<file path="src/rtl/hero_pkg.sv">
// Shared types for the H.E.R.O. game-flow controller: FSM states, bomb phases, coordinates.
// Pure declarations; no logic, no latency.
package hero_pkg;

   typedef enum logic [2:0] {
      LOAD,
      PLAY,
      DYING,
      DONE,
      GAME_OVER,
      WIN
   } state_t;

   typedef logic [9:0] coord_t;

   localparam logic [3:0] B_IDLE = 4'd0;
   localparam logic [3:0] B_BOOM = 4'd3;

endpackage

</file>
<file path="src/rtl/level_sequencer_if.sv">
// Event/status bundle between the sequencer (master) and the level-part renderers (slave).
// Combinational bundle only; no handshake, every event is a single-cycle level.
interface level_sequencer_if
   import hero_pkg::*;
#(
   parameter int NUM_LEVELS = 2,
   parameter int NUM_PARTS  = 4
);

   logic                            frame_tick;
   logic                            f_key;
   logic                            part_exit;
   logic                            coll_miner;
   logic                            death;
   coord_t                          char_pos_x;
   coord_t                          char_pos_y;
   logic [NUM_LEVELS*NUM_PARTS-1:0] active;
   logic                            enable;
   coord_t                          bomb_pos_x;
   coord_t                          bomb_pos_y;
   logic [3:0]                      b_cnt;
   logic [1:0]                      level;
   logic [1:0]                      part;
   logic [1:0]                      lives;
   logic                            game_over;
   logic                            win;

   modport master (
      input  frame_tick, f_key, part_exit, coll_miner, death, char_pos_x, char_pos_y,
      output active, enable, bomb_pos_x, bomb_pos_y, b_cnt, level, part, lives,
             game_over, win
   );

   modport slave (
      output frame_tick, f_key, part_exit, coll_miner, death, char_pos_x, char_pos_y,
      input  active, enable, bomb_pos_x, bomb_pos_y, b_cnt, level, part, lives,
             game_over, win
   );

endinterface

</file>
<file path="src/rtl/level_sequencer_bomb_timer.sv">
// Bomb arm/step/clear: latches position on arm, walks b_cnt 1->2->3->0 every BOMB_FRAMES ticks.
// One-cycle latency from arm to b_cnt=1; no backpressure, run=0 clears phase immediately.
module bomb_timer
   import hero_pkg::*;
#(
   parameter int BOMB_FRAMES = 30
) (
   input  logic       clk,
   input  logic       rst_n,
   input  logic       frame_tick,
   input  logic       run,
   input  logic       arm,
   input  coord_t     char_pos_x,
   input  coord_t     char_pos_y,
   output logic [3:0] b_cnt,
   output coord_t     bomb_pos_x,
   output coord_t     bomb_pos_y
);

   localparam int BW = (BOMB_FRAMES > 1) ? $clog2(BOMB_FRAMES) : 1;

   logic [BW-1:0] bfcnt;

   always_ff @(posedge clk or negedge rst_n) begin
      if (!rst_n) begin
         b_cnt      <= B_IDLE;
         bfcnt      <= '0;
         bomb_pos_x <= '0;
         bomb_pos_y <= '0;
      end else if (!run) begin
         b_cnt <= B_IDLE;
         bfcnt <= '0;
      end else if (b_cnt == B_IDLE) begin
         // Ticks are only counted once armed, so the arming cycle never advances the fuse.
         if (arm) begin
            b_cnt      <= 4'd1;
            bomb_pos_x <= char_pos_x;
            bomb_pos_y <= char_pos_y;
         end
      end else if (frame_tick) begin
         if (bfcnt >= BW'(BOMB_FRAMES - 1)) begin
            bfcnt <= '0;
            b_cnt <= (b_cnt >= B_BOOM) ? B_IDLE : b_cnt + 4'd1;
         end else begin
            bfcnt <= bfcnt + BW'(1);
         end
      end
   end

endmodule

</file>
<file path="src/rtl/level_sequencer.sv">
// H.E.R.O. game-flow FSM: selects the active level part, gates sprite load, tracks lives and bomb.
// Events act on the next clock edge; no backpressure, all inputs are single-cycle levels.
module level_sequencer
   import hero_pkg::*;
#(
   parameter int NUM_LEVELS   = 2,
   parameter int NUM_PARTS    = 4,
   parameter int LIVES        = 3,
   parameter int LOAD_FRAMES  = 2,
   parameter int BOMB_FRAMES  = 30,
   parameter int DEATH_FRAMES = 60,
   parameter int DONE_FRAMES  = 90
) (
   input  logic              clk,
   input  logic              rst_n,
   level_sequencer_if.master bus
);

   localparam int LVL_W  = (NUM_LEVELS > 1) ? $clog2(NUM_LEVELS) : 1;
   localparam int PRT_W  = (NUM_PARTS > 1) ? $clog2(NUM_PARTS) : 1;
   localparam int ACT_W  = NUM_LEVELS * NUM_PARTS;
   localparam int IDX_W  = (ACT_W > 1) ? $clog2(ACT_W) : 1;
   localparam int F_MAX1 = (LOAD_FRAMES > DEATH_FRAMES) ? LOAD_FRAMES : DEATH_FRAMES;
   localparam int F_MAX  = (F_MAX1 > DONE_FRAMES) ? F_MAX1 : DONE_FRAMES;
   localparam int FCNT_W = $clog2(F_MAX + 1);

   state_t             state, state_n;
   logic [FCNT_W-1:0]  fcnt, fcnt_n;
   logic [LVL_W-1:0]   level_q, level_n;
   logic [PRT_W-1:0]   part_q, part_n;
   logic [1:0]         lives_q, lives_n;
   logic               f_key_d;
   logic               press;
   logic               arm;
   logic               stay_play;
   logic [IDX_W-1:0]   idx;
   logic [3:0]         b_cnt_w;
   coord_t             bomb_x_w, bomb_y_w;

   assign press = bus.f_key & ~f_key_d;

   always_ff @(posedge clk or negedge rst_n) begin
      if (!rst_n) begin
         state   <= LOAD;
         fcnt    <= '0;
         level_q <= '0;
         part_q  <= '0;
         lives_q <= 2'(LIVES);
         f_key_d <= 1'b0;
      end else begin
         state   <= state_n;
         fcnt    <= fcnt_n;
         level_q <= level_n;
         part_q  <= part_n;
         lives_q <= lives_n;
         f_key_d <= bus.f_key;
      end
   end

   always_comb begin
      state_n = state;
      level_n = level_q;
      part_n  = part_q;
      lives_n = lives_q;
      arm     = 1'b0;
      fcnt_n  = fcnt;
      if (bus.frame_tick && fcnt != '1)
         fcnt_n = fcnt + FCNT_W'(1);

      // Timed exits consume their final tick; event exits count a coincident tick in the new state.
      unique case (state)
         LOAD: begin
            if (bus.frame_tick && fcnt >= FCNT_W'(LOAD_FRAMES - 1)) begin
               state_n = PLAY;
               fcnt_n  = '0;
            end
         end
         PLAY: begin
            if (bus.death) begin
               fcnt_n = FCNT_W'(bus.frame_tick);
               if (lives_q > 2'd1) begin
                  lives_n = lives_q - 2'd1;
                  state_n = DYING;
               end else begin
                  lives_n = 2'd0;
                  state_n = GAME_OVER;
               end
            end else if (bus.coll_miner) begin
               fcnt_n  = FCNT_W'(bus.frame_tick);
               state_n = DONE;
            end else if (bus.part_exit && part_q != PRT_W'(NUM_PARTS - 1)) begin
               fcnt_n  = FCNT_W'(bus.frame_tick);
               part_n  = part_q + PRT_W'(1);
               state_n = LOAD;
            end else begin
               arm = press;
            end
         end
         DYING: begin
            if (bus.frame_tick && fcnt >= FCNT_W'(DEATH_FRAMES - 1)) begin
               state_n = LOAD;
               fcnt_n  = '0;
            end
         end
         DONE: begin
            if (bus.frame_tick && fcnt >= FCNT_W'(DONE_FRAMES - 1)) begin
               fcnt_n = '0;
               if (level_q != LVL_W'(NUM_LEVELS - 1)) begin
                  level_n = level_q + LVL_W'(1);
                  part_n  = '0;
                  state_n = LOAD;
               end else begin
                  state_n = WIN;
               end
            end
         end
         GAME_OVER, WIN: begin
            if (press) begin
               fcnt_n  = FCNT_W'(bus.frame_tick);
               level_n = '0;
               part_n  = '0;
               lives_n = 2'(LIVES);
               state_n = LOAD;
            end
         end
         default: begin
            state_n = LOAD;
            fcnt_n  = '0;
         end
      endcase
   end

   assign stay_play = (state == PLAY) && (state_n == PLAY);

   bomb_timer #(
      .BOMB_FRAMES (BOMB_FRAMES)
   ) u_bomb (
      .clk        (clk),
      .rst_n      (rst_n),
      .frame_tick (bus.frame_tick),
      .run        (stay_play),
      .arm        (arm),
      .char_pos_x (bus.char_pos_x),
      .char_pos_y (bus.char_pos_y),
      .b_cnt      (b_cnt_w),
      .bomb_pos_x (bomb_x_w),
      .bomb_pos_y (bomb_y_w)
   );

   assign idx            = IDX_W'(level_q) * IDX_W'(NUM_PARTS) + IDX_W'(part_q);
   assign bus.active     = ACT_W'(1) << idx;
   assign bus.enable     = (state != LOAD);
   assign bus.game_over  = (state == GAME_OVER);
   assign bus.win        = (state == WIN);
   assign bus.level      = 2'(level_q);
   assign bus.part       = 2'(part_q);
   assign bus.lives      = lives_q;
   assign bus.b_cnt      = b_cnt_w;
   assign bus.bomb_pos_x = bomb_x_w;
   assign bus.bomb_pos_y = bomb_y_w;

endmodule

</file>
<file path="src/flat_wrapper.sv">
// flat-port wrapper written by rule: the top's interface ports become plain ports
module level_sequencer_flat import hero_pkg::*;
#(
   parameter int NUM_LEVELS   = 2,
   parameter int NUM_PARTS    = 4,
   parameter int LIVES        = 3,
   parameter int LOAD_FRAMES  = 2,
   parameter int BOMB_FRAMES  = 30,
   parameter int DEATH_FRAMES = 60,
   parameter int DONE_FRAMES  = 90
)
  (clk, rst_n, bus_frame_tick, bus_f_key, bus_part_exit, bus_coll_miner, bus_death, bus_char_pos_x, bus_char_pos_y, bus_active, bus_enable, bus_bomb_pos_x, bus_bomb_pos_y, bus_b_cnt, bus_level, bus_part, bus_lives, bus_game_over, bus_win);
  level_sequencer_if #(.NUM_LEVELS(NUM_LEVELS), .NUM_PARTS(NUM_PARTS)) bus_i ();
  input  logic clk;
  input  logic rst_n;
  input wire logic [$bits(bus_i.frame_tick)-1:0] bus_frame_tick;
  input wire logic [$bits(bus_i.f_key)-1:0] bus_f_key;
  input wire logic [$bits(bus_i.part_exit)-1:0] bus_part_exit;
  input wire logic [$bits(bus_i.coll_miner)-1:0] bus_coll_miner;
  input wire logic [$bits(bus_i.death)-1:0] bus_death;
  input wire logic [$bits(bus_i.char_pos_x)-1:0] bus_char_pos_x;
  input wire logic [$bits(bus_i.char_pos_y)-1:0] bus_char_pos_y;
  output wire logic [$bits(bus_i.active)-1:0] bus_active;
  output wire logic [$bits(bus_i.enable)-1:0] bus_enable;
  output wire logic [$bits(bus_i.bomb_pos_x)-1:0] bus_bomb_pos_x;
  output wire logic [$bits(bus_i.bomb_pos_y)-1:0] bus_bomb_pos_y;
  output wire logic [$bits(bus_i.b_cnt)-1:0] bus_b_cnt;
  output wire logic [$bits(bus_i.level)-1:0] bus_level;
  output wire logic [$bits(bus_i.part)-1:0] bus_part;
  output wire logic [$bits(bus_i.lives)-1:0] bus_lives;
  output wire logic [$bits(bus_i.game_over)-1:0] bus_game_over;
  output wire logic [$bits(bus_i.win)-1:0] bus_win;
  assign bus_i.frame_tick = bus_frame_tick;
  assign bus_i.f_key = bus_f_key;
  assign bus_i.part_exit = bus_part_exit;
  assign bus_i.coll_miner = bus_coll_miner;
  assign bus_i.death = bus_death;
  assign bus_i.char_pos_x = bus_char_pos_x;
  assign bus_i.char_pos_y = bus_char_pos_y;
  assign bus_active = bus_i.active;
  assign bus_enable = bus_i.enable;
  assign bus_bomb_pos_x = bus_i.bomb_pos_x;
  assign bus_bomb_pos_y = bus_i.bomb_pos_y;
  assign bus_b_cnt = bus_i.b_cnt;
  assign bus_level = bus_i.level;
  assign bus_part = bus_i.part;
  assign bus_lives = bus_i.lives;
  assign bus_game_over = bus_i.game_over;
  assign bus_win = bus_i.win;
  level_sequencer #(.NUM_LEVELS(NUM_LEVELS), .NUM_PARTS(NUM_PARTS), .LIVES(LIVES), .LOAD_FRAMES(LOAD_FRAMES), .BOMB_FRAMES(BOMB_FRAMES), .DEATH_FRAMES(DEATH_FRAMES), .DONE_FRAMES(DONE_FRAMES)) u_core (.clk(clk), .rst_n(rst_n), .bus(bus_i));
endmodule
</file>
<file path="config.mk">
export PLATFORM = sky130hd
export DESIGN_NAME = level_sequencer_flat
export DESIGN_NICKNAME = d
export VERILOG_FILES = /design/src/rtl/hero_pkg.sv /design/src/rtl/level_sequencer_if.sv /design/src/rtl/level_sequencer_bomb_timer.sv /design/src/rtl/level_sequencer.sv /design/src/flat_wrapper.sv
export SDC_FILE = /design/constraint.sdc
export NUM_CORES = 1
export LEC_CHECK = 0
export CORE_MARGIN = 10
export CORE_UTILIZATION = 31
export CTS_BUF_LIST = sky130_fd_sc_hd__clkbuf_8
export DETAILED_ROUTE_END_ITERATION = 7
export PLACE_DENSITY = 0.7
export SLEW_MARGIN = 20
export SYNTH_ARGS = -nofsm -noshare
export SYNTH_HDL_FRONTEND = slang
export SYNTH_SLANG_ARGS = --single-unit
</file>
<file path="constraint.sdc">
create_clock -name clk -period 1.7 [get_ports clk]
set_input_delay 0.255 -clock clk [delete_from_list [all_inputs] [get_ports clk]]
set_output_delay 0.255 -clock clk [all_outputs]
set_load 0.05 [all_outputs]
</file>
==> metrics.txt, run 1 <==
crit path time final=1.708 ns; Setup WS post-layout=-0.008025 ns; critical path depth in cells=6; Hold Path Class=in2reg; met2 wire len=2982 microns; most common cell after layout, fill and taps aside=buf_4; Crit Path Class=reg2reg; Max Freq=585.5 MHz; Met3 Wirelength=394 microns; Final Setup Violations=3; CTS tree=yes; net count after synthesis=253; global-route wire length before repair=9984 microns; final period utilization=100.5%; pre-CTS WS=-0.1993 ns; std cell rows=31; DRT iter0 DRCs=71; post-detailed-route wirelength per cell=14.99 microns; worst hold stages=1; Final Max Slew Viols=0; worst-case clock skew=0.008198 ns; via count=2010; clock latency at the later pin of the worst-skew pair=0.30 ns; layout cell share with drive strength beyond 1=42.19%; Final Cell Area=3784 sq um; Ys Warns=0; clock root cell=clkbuf_8; worst path required time=1.88 ns; max cap viols=0; # nets final=356; Top delay family on crit path=simple AND/OR/NAND/NOR gates; filler cell count=659; DR pass1 iterations=4; drt drc=0; Die Width=106.6 microns; n_diodes=0; port bufs=66; Yosys reg bits=45; Unique masters post-synth=50; pin count of the biggest net entering global routing=46; Avg Inst Size Synth=10.77 sq um; CTS buffer count=5; H-tree levels=2; total track usage=10.50%; clock buffer depth=2; Post-synth EDFFs=0; WL met1=2866 microns; IO Pins=68; Post-DRT Antenna Nets=0; final hold slack=0.4112 ns; RSZ-0062 raised after global routing=true; critical path fanouts, max=20; grt ovf=0; Max VDD drop=535.9 uV; Die Y-Extent=106.6 microns; register area share after synthesis=48.49%; FFs w/ async S/R, synth=100.0%; Initial Util=31.91%; Power, Total=3.923 mW; Die ar.=11370 sq um; Syn Std Cell Area=2327 sq um; Post-DP HPWL=4622 microns; highest routed layer=met4; failing checks=setup timing; most frequent cells in the layout=buf_4 (56), dfrtp_1 (36), clkdlybuf4s50_1 (25); crit-path max cell delay=0.42 ns; Main synth FF type=dfrtp_1; number of global-route vias before repair=2101; DP Area=3446 sq um; power density over the cells=1037 nW/um^2; vias per cell=4.797; Slowest-stage cell, CP=dfrtp_2; status=finished with violations; # clock sinks=45; leakage power figure=1.710 nW; routed wire length=6280 microns; Final Wtd Congestion=0.8226; core area=7292 sq um; Worst EP arrival=1.89 ns; Worst Setup End Kind=flip-flop; Hold Vio Cnt, Final=0; Synth Instances=216; CP Launch Type=flip-flop; Worst-path clk slew=0.09 ns; WP buf/inv=2; crit path cell chain=buf_4 -> nor3b_4 -> nand3_4 -> nor2_4 -> buf_12 -> mux2_1; worst reg2reg path depth=6; initial antenna violation count=0; Area Growth Syn to Fin=62.58%
Yosys cell counts, types with 3 or more instances:
| cell type | instances | area share [%] |
|---|---|---|
| a21oi_1 | 8 | 1.7 |
| a31oi_1 | 3 | 0.81 |
| and2_1 | 8 | 2.2 |
| dfrtp_1 | 43 | 46 |
| ha_1 | 10 | 5.4 |
| inv_1 | 8 | 1.3 |
| mux2_1 | 22 | 11 |
| nand2_1 | 17 | 2.7 |
| nand3_1 | 7 | 1.5 |
| nor2_1 | 22 | 3.5 |
| nor2b_1 | 7 | 1.9 |
| nor3_1 | 5 | 1.1 |
| o21ai_0 | 3 | 0.64 |
| xor2_1 | 5 | 1.9 |
stage by stage:
stage          util, %  setup TNS (ns)  cells
2_1_floorplan        -         -0.8581    216
3_3_place_gp     47.25          -4.085    406
3_5_place_dp     47.25          -5.295    406
4_1_cts          49.97        -0.01164    415
5_1_grt          51.89          -1.549    419
6_report         51.89        -0.01496    419
power breakdown:
part	total (mW)	switching, mW	internal [mW]	leakage, nW
clock	0.809	0.373	0.436	0.0595
sequential	1.49	0.226	1.26	0.590
combinational	1.63	0.869	0.758	1.06
path summary, 6_finish.rpt:
| check | from | end | slack, ns |
|---|---|---|---|
| min in group asynchronous | rst_n | u_core.fcnt[6] | 0.44 |
| max reg2reg | u_core.state[2] | u_core.u_bomb.bomb_pos_x[0] | -0.008 |
| min reg2reg | u_core.u_bomb.bomb_pos_x[9] | u_core.u_bomb.bomb_pos_x[9] | 0.50 |
| max in group asynchronous | rst_n | u_core.bus.lives[0] | 0.98 |
| max | u_core.state[2] | u_core.u_bomb.bomb_pos_x[0] | -0.008 |
| min | bus_f_key | u_core.f_key_d | 0.41 |
cell families (layout without fill, tap and decap cells):
logic type / count (synthesis) / in the layout / synth area share [%]
compound gates: 33 / 33 / 9.893
xor+xnor: 7 / 7 / 2.634
fa+ha+maj: 10 / 10 / 5.376
buf+inv: 16 / 120 / 3.655
flops: 45 / 45 / 48.49
mux: 24 / 24 / 11.56
other cells: 1 / 1 / 0.1611
simple gates: 80 / 80 / 18.23
timing repair:
| action | CTS | global route |
|---|---|---|
| hold endpoints to repair | 43 | 0 |
| pin swaps | 8 | 8 |
| hold buffers | 1 | 0 |
| endpoints found under the setup margin | 10 | 30 |
| resized for setup | 17 | 25 |
| setup buffers | 0 | 4 |
| cloned | 0 | 0 |
layout make-up:
class | count | area, sq um | area share [%]
repair buffers | 103 | 1042 | 27.55
inverters | 9 | 33.78 | 0.8929
flip-flops and latches | 45 | 1137 | 30.06
multi-input cells | 155 | 1335 | 35.28
well taps | 99 | 123.9 | 3.274
clock buffers | 5 | 68.82 | 1.819
clock inverters | 3 | 42.54 | 1.124
registers in the layout, indices dropped and copies added (netlist names):
| register | flops |
|---|---|
| u_core.bus.lives | 2 |
| u_core.u_bomb.bomb_pos_x | 10 |
| u_core.level_q | 1 |
| u_core.state | 3 |
| u_core.bus.part | 2 |
| u_core.fcnt | 7 |
| u_core.u_bomb.bfcnt | 5 |
| u_core.u_bomb.bomb_pos_y | 10 |
| u_core.u_bomb.b_cnt | 4 |
| u_core.f_key_d | 1 |
metal layers:
metal  vias to the layer above  global-route usage [%]
met2                        62                   17.12
met1                       986                   13.40
met3                         5                   3.114
met4                         0                   2.321
met5                         -                       0
li1                        957                       -
worst reg2reg max path: cells and delay by family (launching register included):
kind,cells,cell delay (ns)
mux,1,0.35
buf+inv,2,0.33
simple gates,3,0.49
flops,1,0.42
(Power assumes the default switching activity.)
==> run 2: changes to the inputs <==
CAP_MARGIN = 0   (was default)
==> results of run 2 <==
The final DEF is identical to that of run 1; final timing and power are the same.
==> run 3: changes to the inputs <==
CAP_MARGIN = default   (was 0)
CORE_MARGIN = 2   (was 10)
==> run 3 against run 2 <==
  * The flow now finishes without violations
  * Critical endpoint is now u_core.fcnt[1]
  * Clock skew shrank 0.0018 ns
  * Critical path type unchanged
  * Register-to-register slack gained 0.02 ns
  * Via count shrank 0.25%
  * Global-route usage grew 3.1 points
  * Largest power group unchanged
  * Combinational power shrank 5%
  * Clock power shrank 16%
  * Non-clock buffer count grew 3
  * Utilization grew 0.28 points
==> metrics.txt, run 3 (synthesis gave the netlist of run 1 again) <==
std cell rows=31 (unchanged); power density over the cells=973.0 nW/um^2 (-6.2%); Final Setup Violations=0 (-3); crit path time final=1.692 ns (-0.01591 ns); post-detailed-route wirelength per cell=13.84 microns (-7.7%); drt drc=0 (unchanged); clock share of power=18.4% (-2.2 points); CP most frequent cell=buf_6; status=completed; port bufs=66 (unchanged); worst path required time=1.92 ns (+0.04 ns); core area=7253 sq um (-0.53%); Hold Path Class=in2reg; Slowest-stage cell, CP=dfrtp_1; vias per cell=4.751 (-0.96%); Max VDD drop=539.1 uV (+0.61%); clock root cell=clkbuf_8; RSZ-0062 raised after global routing=true; n_diodes=0 (unchanged); non-filler cells, final=422 (+0.72%); Die Width=90.65 microns (-15%); Final Max Slew Viols=0 (unchanged); combinational power share=42.1% (+0.6 points); Max Freq=591.0 MHz (+0.94%); Inst Count DP=408 (+0.49%); WP buf/inv=2 (unchanged); reg2reg end=u_core.fcnt[1]; Die Y-Extent=90.65 microns (-15%); routed wire length=5841 microns (-7.0%); CTS tree=yes; Hold Vio Cnt, Final=0 (unchanged); final period utilization=99.54% (-0.94 points); Area Growth Syn to Fin=62.58% (unchanged); Crit Path Class=reg2reg; via count=2005 (-0.25%); worst hold stages=1 (unchanged); filler cell count=623 (-5.5%); IO Pins=68 (unchanged); Worst-path clk slew=0.09 ns (about the same); Top delay family on crit path=compound AO/OA/AOI/OAI gates; DR pass1 iterations=4 (unchanged); worst-case clock skew=0.006361 ns (-0.001837 ns); H-tree levels=2 (unchanged); Internal=2.248 mW (-8.5%); beginning of the worst hold path=bus_f_key; DRT iter0 DRCs=70 (-1.4%); initial antenna violation count=0 (unchanged); Hold EP=u_core.f_key_d; number of global-route vias before repair=1998 (-4.9%); most common cell after layout, fill and taps aside=buf_4; Flop pwr share=39.5% (+1.6 points); Worst EP arrival=1.91 ns (+0.02 ns); final design utilization=52.16% (+0.28 points); most frequent cells in the layout=buf_4 (62), dfrtp_1 (37), clkdlybuf4s50_1 (25); layout cell share with drive strength beyond 1=43.03% (+0.85 points); clock latency at the later pin of the worst-skew pair=0.30 ns (about the same); crit-path max cell delay=0.43 ns (about the same); critical path fanouts, max=4 (-80%); global-route wire length before repair=9170 microns (-8.2%); # clock sinks=45 (unchanged); crit path cell chain=buf_6 -> nor4_4 -> a21oi_2 -> o221ai_2 -> nor2_2 -> buf_6 -> a211oi_2; reg2reg setup slack=0.008 ns (+0.02 ns); biggest regs=u_core.u_bomb.bomb_pos_x: 10 flops, u_core.u_bomb.bomb_pos_y: 10 flops, u_core.fcnt: 7 flops; Sw Ratio=38.95% (+1.5 points); # nets final=359 (+0.84%); CTS buffer count=5 (unchanged); reg-to-reg startpoint=u_core.fcnt[0]; total track usage=13.61% (+3.1 points); pin count of the biggest net entering global routing=21 (-54%); NetSw=1.434 mW (-2.3%); Worst Setup End Kind=flip-flop; Post-DP HPWL=4151 microns (-10%); CP Launch Type=flip-flop; Initial Util=32.09% (+0.17 points); Final Wtd Congestion=0.8578 (+4.3%); leakage power figure=1.728 nW (+1.1%); Post-DRT Antenna Nets=0 (unchanged); max cap viols=0 (unchanged); clock buffer depth=2 (unchanged); grt ovf=0 (unchanged); worst reg2reg path depth=7 (+1); Die ar.=8217 sq um (-28%)
-- run 3: cell count changes in the layout (fill, tap and decap cells not counted), moves of 2 or more --
cell	previous run	this run
buf_4	56	62
and2_4	0	2
buf_6	5	3
and2_1	8	6
-- run 3: area by class of cell --
class	instances	area [sq um]	share of cell area, %
Clock buffer	5	68.82	1.819
Clock inverter	3	21.27	0.5622
Inverter	9	36.28	0.9590
Multi-Input combinational cell	155	1353	35.75
Sequential cell	45	1136	30.03
Tap cell	99	123.9	3.274
Timing Repair Buffer	106	1045	27.61
-- run 3: metal layers --
layer / wire length, microns / track usage [%] / up-vias
li1: - / - / 969
met1: 2560 / 18.49 / 963
met3: 383 / 3.506 / 6
met5: 0 / 0 / -
met2: 2823 / 21.33 / 67
met4: 74 / 4.231 / 0
-- run 3: power groups by stage --
stage               combinational [mW]  clock (mW)  sequential [mW]
floorplan                        0.452           0             1.73
CTS                               1.35       0.698             1.45
finish                            1.55       0.678             1.45
global route                      1.65       0.735             1.48
global placement                  1.26           0             1.46
detailed placement                1.28           0             1.46
-- run 3: worst max-delay path by stage --
stage                            from                     endpoint  depth (start not counted)
2_1_floorplan  u_core.u_bomb.b_cnt[2]  u_core.u_bomb.bomb_pos_x[0]                          5
3_3_place_gp            bus_part_exit           u_core.bus.part[0]                          6
5_1_grt                u_core.fcnt[0]              u_core.state[0]                          7
6_report               u_core.fcnt[0]               u_core.fcnt[1]                          7
4_1_cts                u_core.fcnt[0]               u_core.fcnt[1]                          7
3_5_place_dp                bus_f_key  u_core.u_bomb.bomb_pos_x[2]                          6
-- run 3: metrics by stage --
stage               hold slack (ns)  cell area [sq um]  total power, mW  TNS [ns]  setup slack, ns
floorplan                  -0.04059               2390            2.178   -0.8581         -0.04290
detailed placement           0.2230               3448            2.740    -6.372          -0.2391
finish                       0.4068               3784            3.681         0         0.007887
CTS                          0.3983               3616            3.494  -0.01213        -0.007956
global route                 0.4147               3784            3.869   -0.6232          -0.1007
global placement             0.2202               3448            2.719    -3.765          -0.1671
-- run 3: timing repair --
item	CTS	global route
endpoints found under the setup margin	14	36
gates resized for setup	15	27
setup buffers	0	5
pin swaps	2	9
hold buffers	1	0
endpoints found under the hold margin	14	0
